**config.mk**
```make
export PLATFORM = sky130hd
export DESIGN_NAME = stall_buffer_flat
export DESIGN_NICKNAME = d
export VERILOG_FILES = /design/src/rtl/stall_buffer_if.sv /design/src/rtl/stall_buffer.sv /design/src/flat_wrapper.sv
export SDC_FILE = /design/constraint.sdc
export NUM_CORES = 1
export LEC_CHECK = 0
export CAP_MARGIN = 40
export CORE_ASPECT_RATIO = 1.4
export CORE_MARGIN = 5
export CORE_UTILIZATION = 50
export DETAILED_ROUTE_END_ITERATION = 10
export PLACE_DENSITY = 0.73
export SETUP_SLACK_MARGIN = 0.15
export SYNTH_ARGS = -nofsm -noshare
export SYNTH_HDL_FRONTEND = slang
export SYNTH_SLANG_ARGS = --single-unit
export TNS_END_PERCENT = 1
```
**constraint.sdc**
```tcl
create_clock -name clk -period 3.8 [get_ports clk]
set_clock_uncertainty 0.05 [all_clocks]
set_input_delay 0.76 -clock clk [delete_from_list [all_inputs] [get_ports clk]]
set_output_delay 0.76 -clock clk [all_outputs]
set_load 0.03 [all_outputs]
```
**src/rtl/stall_buffer_if.sv**
```systemverilog
// stall_buffer_if: upstream push and downstream pop handshake of the stall buffer
interface stall_buffer_if #(
   parameter int DATA_WIDTH = 32
);
   logic                  in_valid;
   logic [DATA_WIDTH-1:0] in_data;
   logic                  out_valid;
   logic [DATA_WIDTH-1:0] out_data;
   logic                  out_ready;
   modport master (output in_valid, in_data, out_ready, input out_valid, out_data);
   modport slave  (input in_valid, in_data, out_ready, output out_valid, out_data);
endinterface

```
**src/rtl/stall_buffer.sv**
```systemverilog
// stall_buffer: elastic FIFO that absorbs in-flight data while a global stall propagates
module stall_buffer #(
   parameter int DATA_WIDTH  = 32,
   parameter int DEPTH       = 8,
   parameter int SLACK       = 2,
   parameter int STALL_CNT_W = 16
) (
   input  logic                   clk,
   input  logic                   reset,
   stall_buffer_if.slave          bus,
   input  logic                   stall_in,
   output logic                   buf_full,
   output logic [$clog2(DEPTH):0] buf_count,
   output logic                   overflow,
   output logic [STALL_CNT_W-1:0] stall_cycles
);
   localparam int AW = $clog2(DEPTH);
   localparam logic [AW:0] FULL_LVL = (AW+1)'(DEPTH);
   localparam logic [AW:0] THRESH   = (AW+1)'(DEPTH - SLACK);

   logic [DATA_WIDTH-1:0] mem [DEPTH];
   logic [AW-1:0]         rd_ptr, wr_ptr;
   logic [AW:0]           count;
   logic                  out_valid, push, pop;

   // Head is exposed straight from storage; empty forces zero so reset shows out_data=0
   assign out_valid     = count != '0;
   assign bus.out_valid = out_valid;
   assign bus.out_data  = out_valid ? mem[rd_ptr] : '0;
   assign pop           = out_valid & bus.out_ready;
   // A full FIFO still accepts when the head leaves in the same cycle
   assign push          = bus.in_valid & (count < FULL_LVL | pop);
   // Full is raised early so the registered stall reaches upstream before data is lost
   assign buf_full      = count >= THRESH;
   assign buf_count     = count;

   // Storage write; contents need no reset
   always_ff @(posedge clk)
      if (push) mem[wr_ptr] <= bus.in_data;

   // Pointers, occupancy, sticky drop flag and saturating stall statistics
   always_ff @(posedge clk or posedge reset)
      if (reset) begin
         rd_ptr       <= '0;
         wr_ptr       <= '0;
         count        <= '0;
         overflow     <= 1'b0;
         stall_cycles <= '0;
      end else begin
         if (push) wr_ptr <= wr_ptr + 1'b1;
         if (pop) rd_ptr <= rd_ptr + 1'b1;
         count <= (push & ~pop) ? count + 1'b1 : (pop & ~push) ? count - 1'b1 : count;
         if (bus.in_valid & ~push) overflow <= 1'b1;
         if (stall_in && stall_cycles != '1) stall_cycles <= stall_cycles + 1'b1;
      end
endmodule

```
**src/flat_wrapper.sv**
```systemverilog
// flat-port wrapper written by rule: the top's interface ports become plain ports
module stall_buffer_flat 
#(
   parameter int DATA_WIDTH  = 32,
   parameter int DEPTH       = 8,
   parameter int SLACK       = 2,
   parameter int STALL_CNT_W = 16
)
  (clk, reset, stall_in, buf_full, buf_count, overflow, stall_cycles, bus_in_valid, bus_in_data, bus_out_ready, bus_out_valid, bus_out_data);
  stall_buffer_if #(.DATA_WIDTH(DATA_WIDTH)) bus_i ();
  input  logic clk;
  input  logic reset;
  input  logic stall_in;
  output logic buf_full;
  output logic [$clog2(DEPTH):0] buf_count;
  output logic overflow;
  output logic [STALL_CNT_W-1:0] stall_cycles;
  input wire logic [$bits(bus_i.in_valid)-1:0] bus_in_valid;
  input wire logic [$bits(bus_i.in_data)-1:0] bus_in_data;
  input wire logic [$bits(bus_i.out_ready)-1:0] bus_out_ready;
  output wire logic [$bits(bus_i.out_valid)-1:0] bus_out_valid;
  output wire logic [$bits(bus_i.out_data)-1:0] bus_out_data;
  assign bus_i.in_valid = bus_in_valid;
  assign bus_i.in_data = bus_in_data;
  assign bus_i.out_ready = bus_out_ready;
  assign bus_out_valid = bus_i.out_valid;
  assign bus_out_data = bus_i.out_data;
  stall_buffer #(.DATA_WIDTH(DATA_WIDTH), .DEPTH(DEPTH), .SLACK(SLACK), .STALL_CNT_W(STALL_CNT_W)) u_core (.clk(clk), .reset(reset), .bus(bus_i), .stall_in(stall_in), .buf_full(buf_full), .buf_count(buf_count), .overflow(overflow), .stall_cycles(stall_cycles));
endmodule
```
==> results.md, run 1 <==
- Status: complete, no violations
- Critical Path RT: 2.99 ns
- Worst-margin pin slew: 0.611 ns
- Gpl congestion: 0.774
- Cell taking the most area after synthesis: edfxtp_1
- Final Cycle Share: 0.918
- Clock Tree Buf Depth: 3
- Layout Cells excl Fill: 993
- Reg2Reg Setup Slack: 0.93 ns
- Pre-antenna DRT Iters: 4
- Hold Fails Final Rpt: 0
- Syn nets: 594
- Vias/cell: 5.58
- Total gr overflow: 0
- TritonCTS clock tree: yes
- Power Density: 790 mW/mm^2
- Avg Inst Size Synth: 20.2 sq um
- Num CTS Buffers: 27
- Crit end category: primary output
- H-tree depth: 1
- Fmax: 287 MHz
- Reg-to-reg startpoint: u_core.buf_count[0]$_DFFE_PP0P_
- Clk_lat worst skew: 0.52 ns
- Synth Register Bits: 283
- Slew margin rel.: 0.593
- CTS Root Cell: clkbuf_16
- Slew Viols, Final: 0
- Area Overhead vs Synth: 21.8%
- Leakage: 0.00457 uW
- Worst Path Arrival: 2.68 ns
- Worst-case reg-to-reg path depth: 10
- Hold Path End: u_core.overflow$_DFFE_PP0P_
- M1 WL: 8810 um
- Routed wl met2: 11500 um
- Synth Cell Area: 0.0111 sq mm
- Die width: 136 um
- DP HPWL: 13100 um
- CTS clk-pin slew, worst paths: 0.06 ns
- CP cell instances: buf_12 > buf_12 > mux4_2 > mux2i_1 > nor2_1 > clkdlybuf4s50_1
- Final WL: 21900 um
- All-Layer GR Usage: 0.174
- Setup ws final: 0.312 ns
- Top Ports: 92
- Initial antenna violation count: 3
- Peak supply drop: 0.421 mV
- Die ar.: 0.0254 sq mm
- Global-route wire length before repair: 33900 um
- Setup repair after global routing missed its margin: no
- Number of sinks driven by the clock tree: 283
- Drc violations: 0
- Initial Utilization: 0.509
- Via count: 5542
- Register area: 0.00837 sq mm
- Hold Crit Start: u_core.overflow$_DFFE_PP0P_
- Crit path launch type: flip-flop
- Yosys top cell area share: 0.691
- Crit-path max FO: 14
- Max Used Layer: met5
- Share of cells above drive strength 1: 0.210
- Initial DRC Count: 380
- Post-Synthesis Cells: 550
- Largest net degree at the start of global routing: 29
- Depth of the worst hold-timing path: 1
- Core area: 0.0219 sq mm
- Finished Core Util: 0.620
- Min-delay worst type: reg -> reg
- Worst setup path class: reg -> out
- Ys Warns: 0
- Die Y: 186 um
- Largest cells by area after synthesis: edfxtp_1 (69%), mux4_2 (13%), dfrtp_1 (6.1%)
- Vias in the first global route: 5864
- Place WS: 0.592 ns
- Routed len/inst: 22.0 um
- Port Buffers: 91
- Min Tclk post-route: 3.49 ns
- Placed cell count: 938
- Cell variety after synth: 39
- Worst stage delay on the critical path: 0.59 ns
- Sequential fraction of the synthesis area: 0.752
- Post-CTS Hold Fix Bufs: 0
- Reg2reg end: u_core.buf_count[3]$_DFFE_PP0P_
- Top cell by count, worst path: buf_12
- Fill cells: 1510
- CP max-delay cell: clkdlybuf4s50_1
- WL met3: 1100 um
- Setup violations, final: 0
- Area occupied by multi-input gates: 0.00271 sq mm
- Max_cap viols: 0
- Layout Nets: 720
- Total power: 10700 uW
- Row cnt: 64
- Antenna viol nets, final: 0
per-layer routing:
layer / GRT usage / up-vias
met1: 0.226 / 2879
met3: 0.0321 / 36
met5: 0 / -
li1: - / 2478
met2: 0.299 / 147
met4: 0.0497 / 2
placed cells by master, fill, tap and decap left out, drive strengths merged, types with 4 or more instances in the layout:
cell / instances
mux2: 5
buf: 28
nor3: 6
clkdlybuf4s50: 90
inv: 7
edfxtp: 256
nand3: 6
dfrtp: 27
mux4: 64
o21ai: 5
ha: 6
nand2b: 6
nand4: 7
xnor2: 10
xor2: 4
clkbuf: 37
clkinv: 9
nand2: 20
mux2i: 33
nor2: 45
state kept, by name, summed over array words and instances (netlist names):
name	flops
u_core.buf_count	4
u_core.overflow	1
u_core.rd_ptr	3
u_core.wr_ptr	3
u_core.mem	256
u_core.stall_cycles	16
worst max path at each step:
stage	endpoint	cells after the start	startpoint
floorplan	u_core.mem[1][0]$_DFFE_PP_	5	bus_out_ready
global placement	bus_out_data[18]	5	u_core.rd_ptr[0]$_DFFE_PP0P_
detailed placement	u_core.buf_count[3]$_DFFE_PP0P_	10	bus_out_ready
CTS	bus_out_data[12]	5	u_core.rd_ptr[1]$_DFFE_PP0P_
global route	bus_out_data[8]	5	u_core.rd_ptr[1]$_DFFE_PP0P_
finish	bus_out_data[26]	6	u_core.rd_ptr[0]$_DFFE_PP0P_
where the power goes:
group	switching, uW	leakage, uW	internal (uW)	total [uW]
combinational	2190	0.00153	1940	4130
sequential	335	0.00266	3860	4200
clock	1060	0.000379	1320	2390
total	3590	0.00457	7120	10700
stage by stage:
stage	cell area, sq um	hold slack, ns	setup TNS [ns]
after CTS	13500	0.441	0
after global placement	12700	0.435	0
after detailed placement	12700	0.424	0
after floorplan	11100	0.436	-2.75
final	13600	0.434	0
after global routing	13600	0.475	0
final cells by class:
type	instances	share of cell area
Clock buffer	37	0.0534
Inverter	6	0.00166
Clock inverter	10	0.00379
Sequential cell	283	0.618
Antenna cell	2	0.000369
Multi-Input combinational cell	239	0.200
Tap cell	297	0.0274
Timing Repair Buffer	119	0.0955
synthesized netlist by cell type, drive strengths merged:
master	instances
edfxtp	256
nand4b	1
nand2	20
clkbuf	6
mux2i	33
a21oi	3
nand3	6
a31oi	1
inv	6
nand4	7
and3	2
or3	1
nor2b	1
nor4b	1
xor2	4
o31ai	1
o21ai	5
mux4	64
o21bai	1
nor2	45
buf	16
nand2b	6
a2111oi	1
a21o	3
and4	1
dfrtp	27
fa	1
or2	1
xnor2	10
mux2	5
nor4	2
nor3	6
ha	6
o21a	1
timing repair:
action                     in CTS  in global routing
setup endpoints to repair      26                  1
setup buffers                   6                  0
gates resized for setup         1                  1
worst max-delay path, delay by kind of cell (launching register included):
kind | cells | cell delay (ns)
buffers and inverters | 3 | 0.89
DFF | 1 | 0.53
muxes | 2 | 0.67
and+or+nand+nor | 1 | 0.07
kinds of logic (layout without fill, tap and decap cells):
kind of cell	after synthesis	after routing	synth area share
buffers and inverters	28	172	0.0106
AND/OR/NAND/NOR	100	100	0.0445
XOR/XNOR	14	14	0.0110
other	0	2	0
AO/OA/AOI/OAI	16	16	0.00900
adder cells (fa/ha/maj)	7	7	0.00855
multiplexers	102	102	0.164
flip-flops	283	283	0.752
Power figures use the tool's default switching activity.
==> run 2, diff against run 1 <==
Settings changed: CORE_ASPECT_RATIO 1.4 to unset.
==> results.md, run 2 (same netlist as run 1, synthesis figures left out) <==
- Worst stage delay on the critical path: 0.61 ns (+0.02 ns)
- Die Y: 159 um (-15%)
- Fmax: 284 MHz (-0.94%)
- Critical Path RT: 2.99 ns (about the same)
- Drc violations: 0 (unchanged)
- Core area: 0.0219 sq mm (+0.14%)
- Final WL: 22100 um (+1.3%)
- Initial Utilization: 0.508 (-0.000698)
- Port Buffers: 91 (unchanged)
- Worst-margin pin slew: 0.631 ns (+0.0198 ns)
- Total gr overflow: 0 (unchanged)
- Largest net degree at the start of global routing: 67 (+130%)
- Clock Tree Buf Depth: 3 (unchanged)
- Crit path launch type: flip-flop
- Initial antenna violation count: 0 (-3)
- Worst Path Arrival: 2.71 ns (+0.03 ns)
- Power Density: 812 mW/mm^2 (+2.8%)
- All-Layer GR Usage: 0.175 (+0.00127)
- Clk_lat worst skew: 0.54 ns (+0.02 ns)
- Commonest non-fill, non-tap cell in the layout: edfxtp_1
- H-tree depth: 1 (unchanged)
- Reg-to-reg startpoint: u_core.buf_count[0]$_DFFE_PP0P_
- Commonest non-fill, non-tap cells in the layout: edfxtp_1 (256), clkdlybuf4s50_1 (91), mux4_2 (64)
- Peak supply drop: 0.438 mV (+4.0%)
- Max_cap viols: 0 (unchanged)
- Leakage: 0.00459 uW (+0.61%)
- Setup repair after global routing missed its margin: yes
- Antenna viol nets, final: 0 (unchanged)
- Slew Viols, Final: 0 (unchanged)
- ANT cells: 0 (-2)
- Via count: 5557 (+0.27%)
- CTS clk-pin slew, worst paths: 0.06 ns (about the same)
- Crit. Startpoint: u_core.rd_ptr[0]$_DFFE_PP0P_
- Initial DRC Count: 438 (+15%)
- Worst setup path class: reg -> out
- Row cnt: 54 (-16%)
- Hold Crit Start: u_core.overflow$_DFFE_PP0P_
- Die width: 159 um (+17%)
- Met3 GRT Util: 0.0295 (-0.00255)
- Routed len/inst: 22.7 um (+3.2%)
- Status: complete, no violations
- CP cell instances: buf_12 > mux4_2 > mux2i_1 > nor2_1 > clkdlybuf4s50_1
- Final Cycle Share: 0.927 (+0.00868)
- CP endpoint: bus_out_data[23]
- Crit-path max FO: 34 (+20)
- Hold Fails Final Rpt: 0 (unchanged)
- Largest Register: u_core.mem
- Worst-case reg-to-reg path depth: 10 (unchanged)
- Gpl congestion: 0.743 (-3.9%)
- Grt peak-use layer: met2
- Vias in the first global route: 6088 (+3.8%)
- WHS: 0.429 ns (-0.00524 ns)
- Pre-antenna DRT Iters: 4 (unchanged)
- Global-route wire length before repair: 35100 um (+3.6%)
- Met1 Use GR: 0.228 (+0.00221)
- Top Ports: 92 (unchanged)
- Share of cells above drive strength 1: 0.219 (+0.00833)
- Reg2reg end: u_core.buf_count[3]$_DFFE_PP0P_
- Area Overhead vs Synth: 21.9% (about the same)
- CTS Root Cell: clkbuf_16
- Slew margin rel.: 0.579 (-0.0137)
- Min-delay worst type: reg -> reg
- Finished Core Util: 0.619 (-0.000679)
- Num CTS Buffers: 28 (+3.7%)
- Post-CTS setup buffer count: 0 (-6)
- Setup violations, final: 0 (unchanged)
- Fill cells: 1557 (+3.1%)
- Grt met2 use: 0.309 (+0.0102)
- Crit end category: primary output
- DP HPWL: 13400 um (+2.2%)
- TritonCTS clock tree: yes
- CP max-delay cell: clkdlybuf4s50_1
- Min Tclk post-route: 3.52 ns (+0.0330 ns)
- Max reg flops: 256 (unchanged)
- Reg2Reg Setup Slack: 0.89 ns (-0.04 ns)
- Layout Nets: 717 (-0.42%)
- Number of sinks driven by the clock tree: 283 (unchanged)
- Die ar.: 0.0253 sq mm (-0.17%)
- Vias/cell: 5.70 (+2.1%)
==> run 2: cell type report <==
cell class / instances / area, sq um / area share
multi-input cells: 239 / 2710 / 0.200
repair buffers: 115 / 1160 / 0.0859
clock buffers: 33 / 741 / 0.0546
flip-flops and latches: 283 / 8370 / 0.617
well taps: 280 / 350 / 0.0258
clock inverters: 19 / 195 / 0.0144
inverters: 6 / 22.5 / 0.00166
==> run 2: report_power, final <==
group / internal, uW / leakage (uW) / total [uW] / switching (uW)
clock: 1660 / 0.000459 / 2780 / 1120
combinational: 1850 / 0.00148 / 4140 / 2290
sequential: 3860 / 0.00266 / 4100 / 237
total: 7370 / 0.00459 / 11000 / 3640
==> run 2: worst min path at each step <==
| stage | slack (ns) | cells after the start | end |
|---|---|---|---|
| 2_1_floorplan | 0.44 | 2 | u_core.wr_ptr[0]$_DFFE_PP0P_ |
| 3_3_place_gp | 0.41 | 1 | u_core.overflow$_DFFE_PP0P_ |
| 3_5_place_dp | 0.42 | 1 | u_core.overflow$_DFFE_PP0P_ |
| 4_1_cts | 0.43 | 1 | u_core.overflow$_DFFE_PP0P_ |
| 5_1_grt | 0.46 | 1 | u_core.overflow$_DFFE_PP0P_ |
| 6_report | 0.43 | 1 | u_core.overflow$_DFFE_PP0P_ |
==> run 2: routing by layer <==
| layer | routed length, um | up-vias | part of all wire |
|---|---|---|---|
| met3 | 1150 | 36 | 0.052 |
| met1 | 9060 | 2914 | 0.41 |
| met2 | 11600 | 140 | 0.52 |
| li1 | - | 2467 | - |
| met5 | 0 | - | 0 |
| met4 | 372 | 0 | 0.017 |
==> run 2: worst max-delay path, delay by kind of cell (launching register included) <==
kind	cells	cell delay [ns]
buf+inv	2	0.89
mux	2	0.74
flops	1	0.44
simple gates	1	0.09
==> run 2: per-stage QoR <==
| stage | TNS, ns | std cells | setup slack, ns | cell area (sq um) | power, uW |
|---|---|---|---|---|---|
| 4_1_cts | 0 | 975 | 0.212 | 13600 | 11200 |
| 3_5_place_dp | 0 | 923 | 0.554 | 12600 | 8350 |
| 3_3_place_gp | 0 | 922 | 0.691 | 12600 | 8270 |
| 2_1_floorplan | -2.75 | 550 | -0.0858 | 11100 | 6770 |
| 5_1_grt | 0 | 975 | 0.128 | 13600 | 11500 |
| 6_report | 0 | 975 | 0.279 | 13600 | 11000 |
==> run 2: what timing repair did <==
| action | CTS | global route |
|---|---|---|
| resized for setup | 0 | 1 |
| hold buffers | 0 | 0 |
| hold endpoints to repair | 0 | 0 |
| setup endpoints to repair | 0 | 4 |
==> run 3, diff against run 2 <==
Settings changed: CAP_MARGIN 40 to unset, CTS_BUF_LIST set to sky130_fd_sc_hd__clkbuf_8.
==> results.md, run 3 (same netlist as run 1, synthesis figures left out) <==
- Status: complete, no violations
- TritonCTS clock tree: yes
- Place WS: 0.541 ns (-0.0130 ns)
- Number of sinks driven by the clock tree: 283 (unchanged)
- Worst Path Arrival: 2.71 ns (about the same)
- Critical Path RT: 2.99 ns (about the same)
- Die Y: 159 um (unchanged)
- Final Cycle Share: 0.927 (about the same)
- Routed len/inst: 22.0 um (-3.1%)
- Max Used Layer: met4
- Vias in the first global route: 6253 (+2.7%)
- Commonest non-fill, non-tap cells in the layout: edfxtp_1 (256), clkdlybuf4s50_1 (91), mux4_2 (64)
- Reg2Reg Setup Slack: 0.86 ns (-0.03 ns)
- Vias/cell: 5.59 (-2.0%)
- Num CTS Buffers: 45 (+61%)
- Worst-case reg-to-reg path depth: 10 (unchanged)
- Initial DRC Count: 398 (-9.1%)
- Via count: 5597 (+0.72%)
- H-tree depth: 2 (+1)
- Placed cell count: 922 (-0.11%)
- Drc violations: 0 (unchanged)
- Total gr overflow: 0 (unchanged)
- Min-delay worst type: reg -> reg
- All-Layer GR Usage: 0.177 (+0.00165)
- Share of cells above drive strength 1: 0.219 (about the same)
- Largest Register: u_core.mem
- Finished Core Util: 0.610 (-0.00869)
- DP HPWL: 13300 um (-0.70%)
- WL met3: 954 um (-17%)
- Gpl congestion: 0.743 (unchanged)
- Max_cap viols: 0 (unchanged)
- Hold Fails Final Rpt: 0 (unchanged)
- Initial antenna violation count: 0 (unchanged)
- Die width: 159 um (unchanged)
- Setup violations, final: 0 (unchanged)
- Top Ports: 92 (unchanged)
- Fmax: 284 MHz (about the same)
- Slew margin rel.: 0.281 (-0.298)
- Layout Cells excl Fill: 1002 (+2.8%)
- Final WL: 22000 um (-0.44%)
- Slew Viols, Final: 0 (unchanged)
- M1 WL: 9180 um (+1.3%)
- Setup repair after global routing missed its margin: yes
- Max reg flops: 256 (unchanged)
- Crit end category: primary output
- Clk_lat worst skew: 0.55 ns (about the same)
- Crit path launch type: flip-flop
- Depth of the worst hold-timing path: 1 (unchanged)
- Leakage: 0.00458 uW (-0.26%)
- Pre-antenna DRT Iters: 5 (+1)
- Post-CTS sizing: 0 (unchanged)
- Largest net degree at the start of global routing: 67 (unchanged)
- ANT cells: 0 (unchanged)
- CTS clk-pin slew, worst paths: 0.06 ns (about the same)
- Hold Path End: u_core.overflow$_DFFE_PP0P_
- Reg-to-reg startpoint: u_core.buf_count[0]$_DFFE_PP0P_
- Hold Crit Start: u_core.overflow$_DFFE_PP0P_
- Routed wl met2: 11500 um (-0.16%)
- Global-route wire length before repair: 35100 um (+0.20%)
- CTS Root Cell: clkbuf_8
- Min Tclk post-route: 3.52 ns (+0.00165 ns)
- Power Density: 782 mW/mm^2 (-3.8%)
- Row cnt: 54 (unchanged)
- Clock Tree Buf Depth: 3 (unchanged)
- Die ar.: 0.0253 sq mm (unchanged)
- Port Buffers: 91 (unchanged)
- Antenna viol nets, final: 0 (unchanged)
- Area Overhead vs Synth: 20.2%
- Setup ws final: 0.277 ns (-0.00165 ns)
- Core area: 0.0219 sq mm (unchanged)
- Initial Utilization: 0.508 (unchanged)
- Peak supply drop: 0.418 mV (-4.5%)
- Layout Nets: 733 (+2.2%)
- Commonest non-fill, non-tap cell in the layout: edfxtp_1
- Crit-path max FO: 17 (-50%)
- Worst-margin pin slew: 1.08 ns (+0.447 ns)
- Worst setup path class: reg -> out
- Reg2reg end: u_core.buf_count[3]$_DFFE_PP0P_
## run 3: layout make-up
class                           instances  area, sq um
Clock buffer                           47          647
Multi-Input combinational cell        239         2710
Fill cell                            1592         8530
Clock inverter                         33          130
Sequential cell                       283         8370
Timing Repair Buffer                  114         1130
Tap cell                              280          350
Inverter                                6         22.5
## run 3: how the worst max path moves through the flow
stage                                      start                               to  slack [ns]  cells after the start
detailed placement                 bus_out_ready  u_core.buf_count[3]$_DFFE_PP0P_        0.54                     10
CTS                 u_core.rd_ptr[0]$_DFFE_PP0P_                  bus_out_data[1]        0.22                      5
floorplan                          bus_out_ready       u_core.mem[1][0]$_DFFE_PP_       -0.09                      5
global placement                   bus_out_ready  u_core.buf_count[3]$_DFFE_PP0P_        0.69                     10
global route        u_core.rd_ptr[0]$_DFFE_PP0P_                  bus_out_data[3]        0.12                      5
finish              u_core.rd_ptr[0]$_DFFE_PP0P_                 bus_out_data[31]        0.28                      5
## run 3: timing repair
action                     4_1_cts  5_1_grt
setup buffers                    0        0
setup endpoints to repair        0        6
hold buffers                     0        0
## run 3: stage by stage
step                total power, uW  TNS (ns)  cell area, sq um  hold slack, ns
global placement               8270         0             12600           0.411
detailed placement             8350         0             12600           0.414
CTS                           10600         0             13400           0.432
global route                  11000         0             13400           0.441
finish                        10500         0             13400           0.429
floorplan                      6770     -2.75             11100           0.436
## run 3: power breakdown
part / leakage (uW) / switching, uW / total [uW] / internal [uW]
registers: 0.00266 / 235 / 4100 / 3860
logic: 0.00146 / 2280 / 4120 / 1840
clock network: 0.000461 / 1100 / 2230 / 1140
## run 3: routing by layer
| metal | vias to the layer above | GRT usage |
|---|---|---|
| met3 | 33 | 0.0352 |
| met1 | 2921 | 0.228 |
| li1 | 2503 | - |
| met4 | 0 | 0.0551 |
| met2 | 140 | 0.305 |
| met5 | - | 0 |
## run 3: worst max-delay path, stage by stage, from the launching register on
cell and delay [ns]:
dfrtp_4 0.43, buf_4 0.33, mux4_2 0.56, mux2i_1 0.15, nor2_1 0.08, clkdlybuf4s50_1 0.61
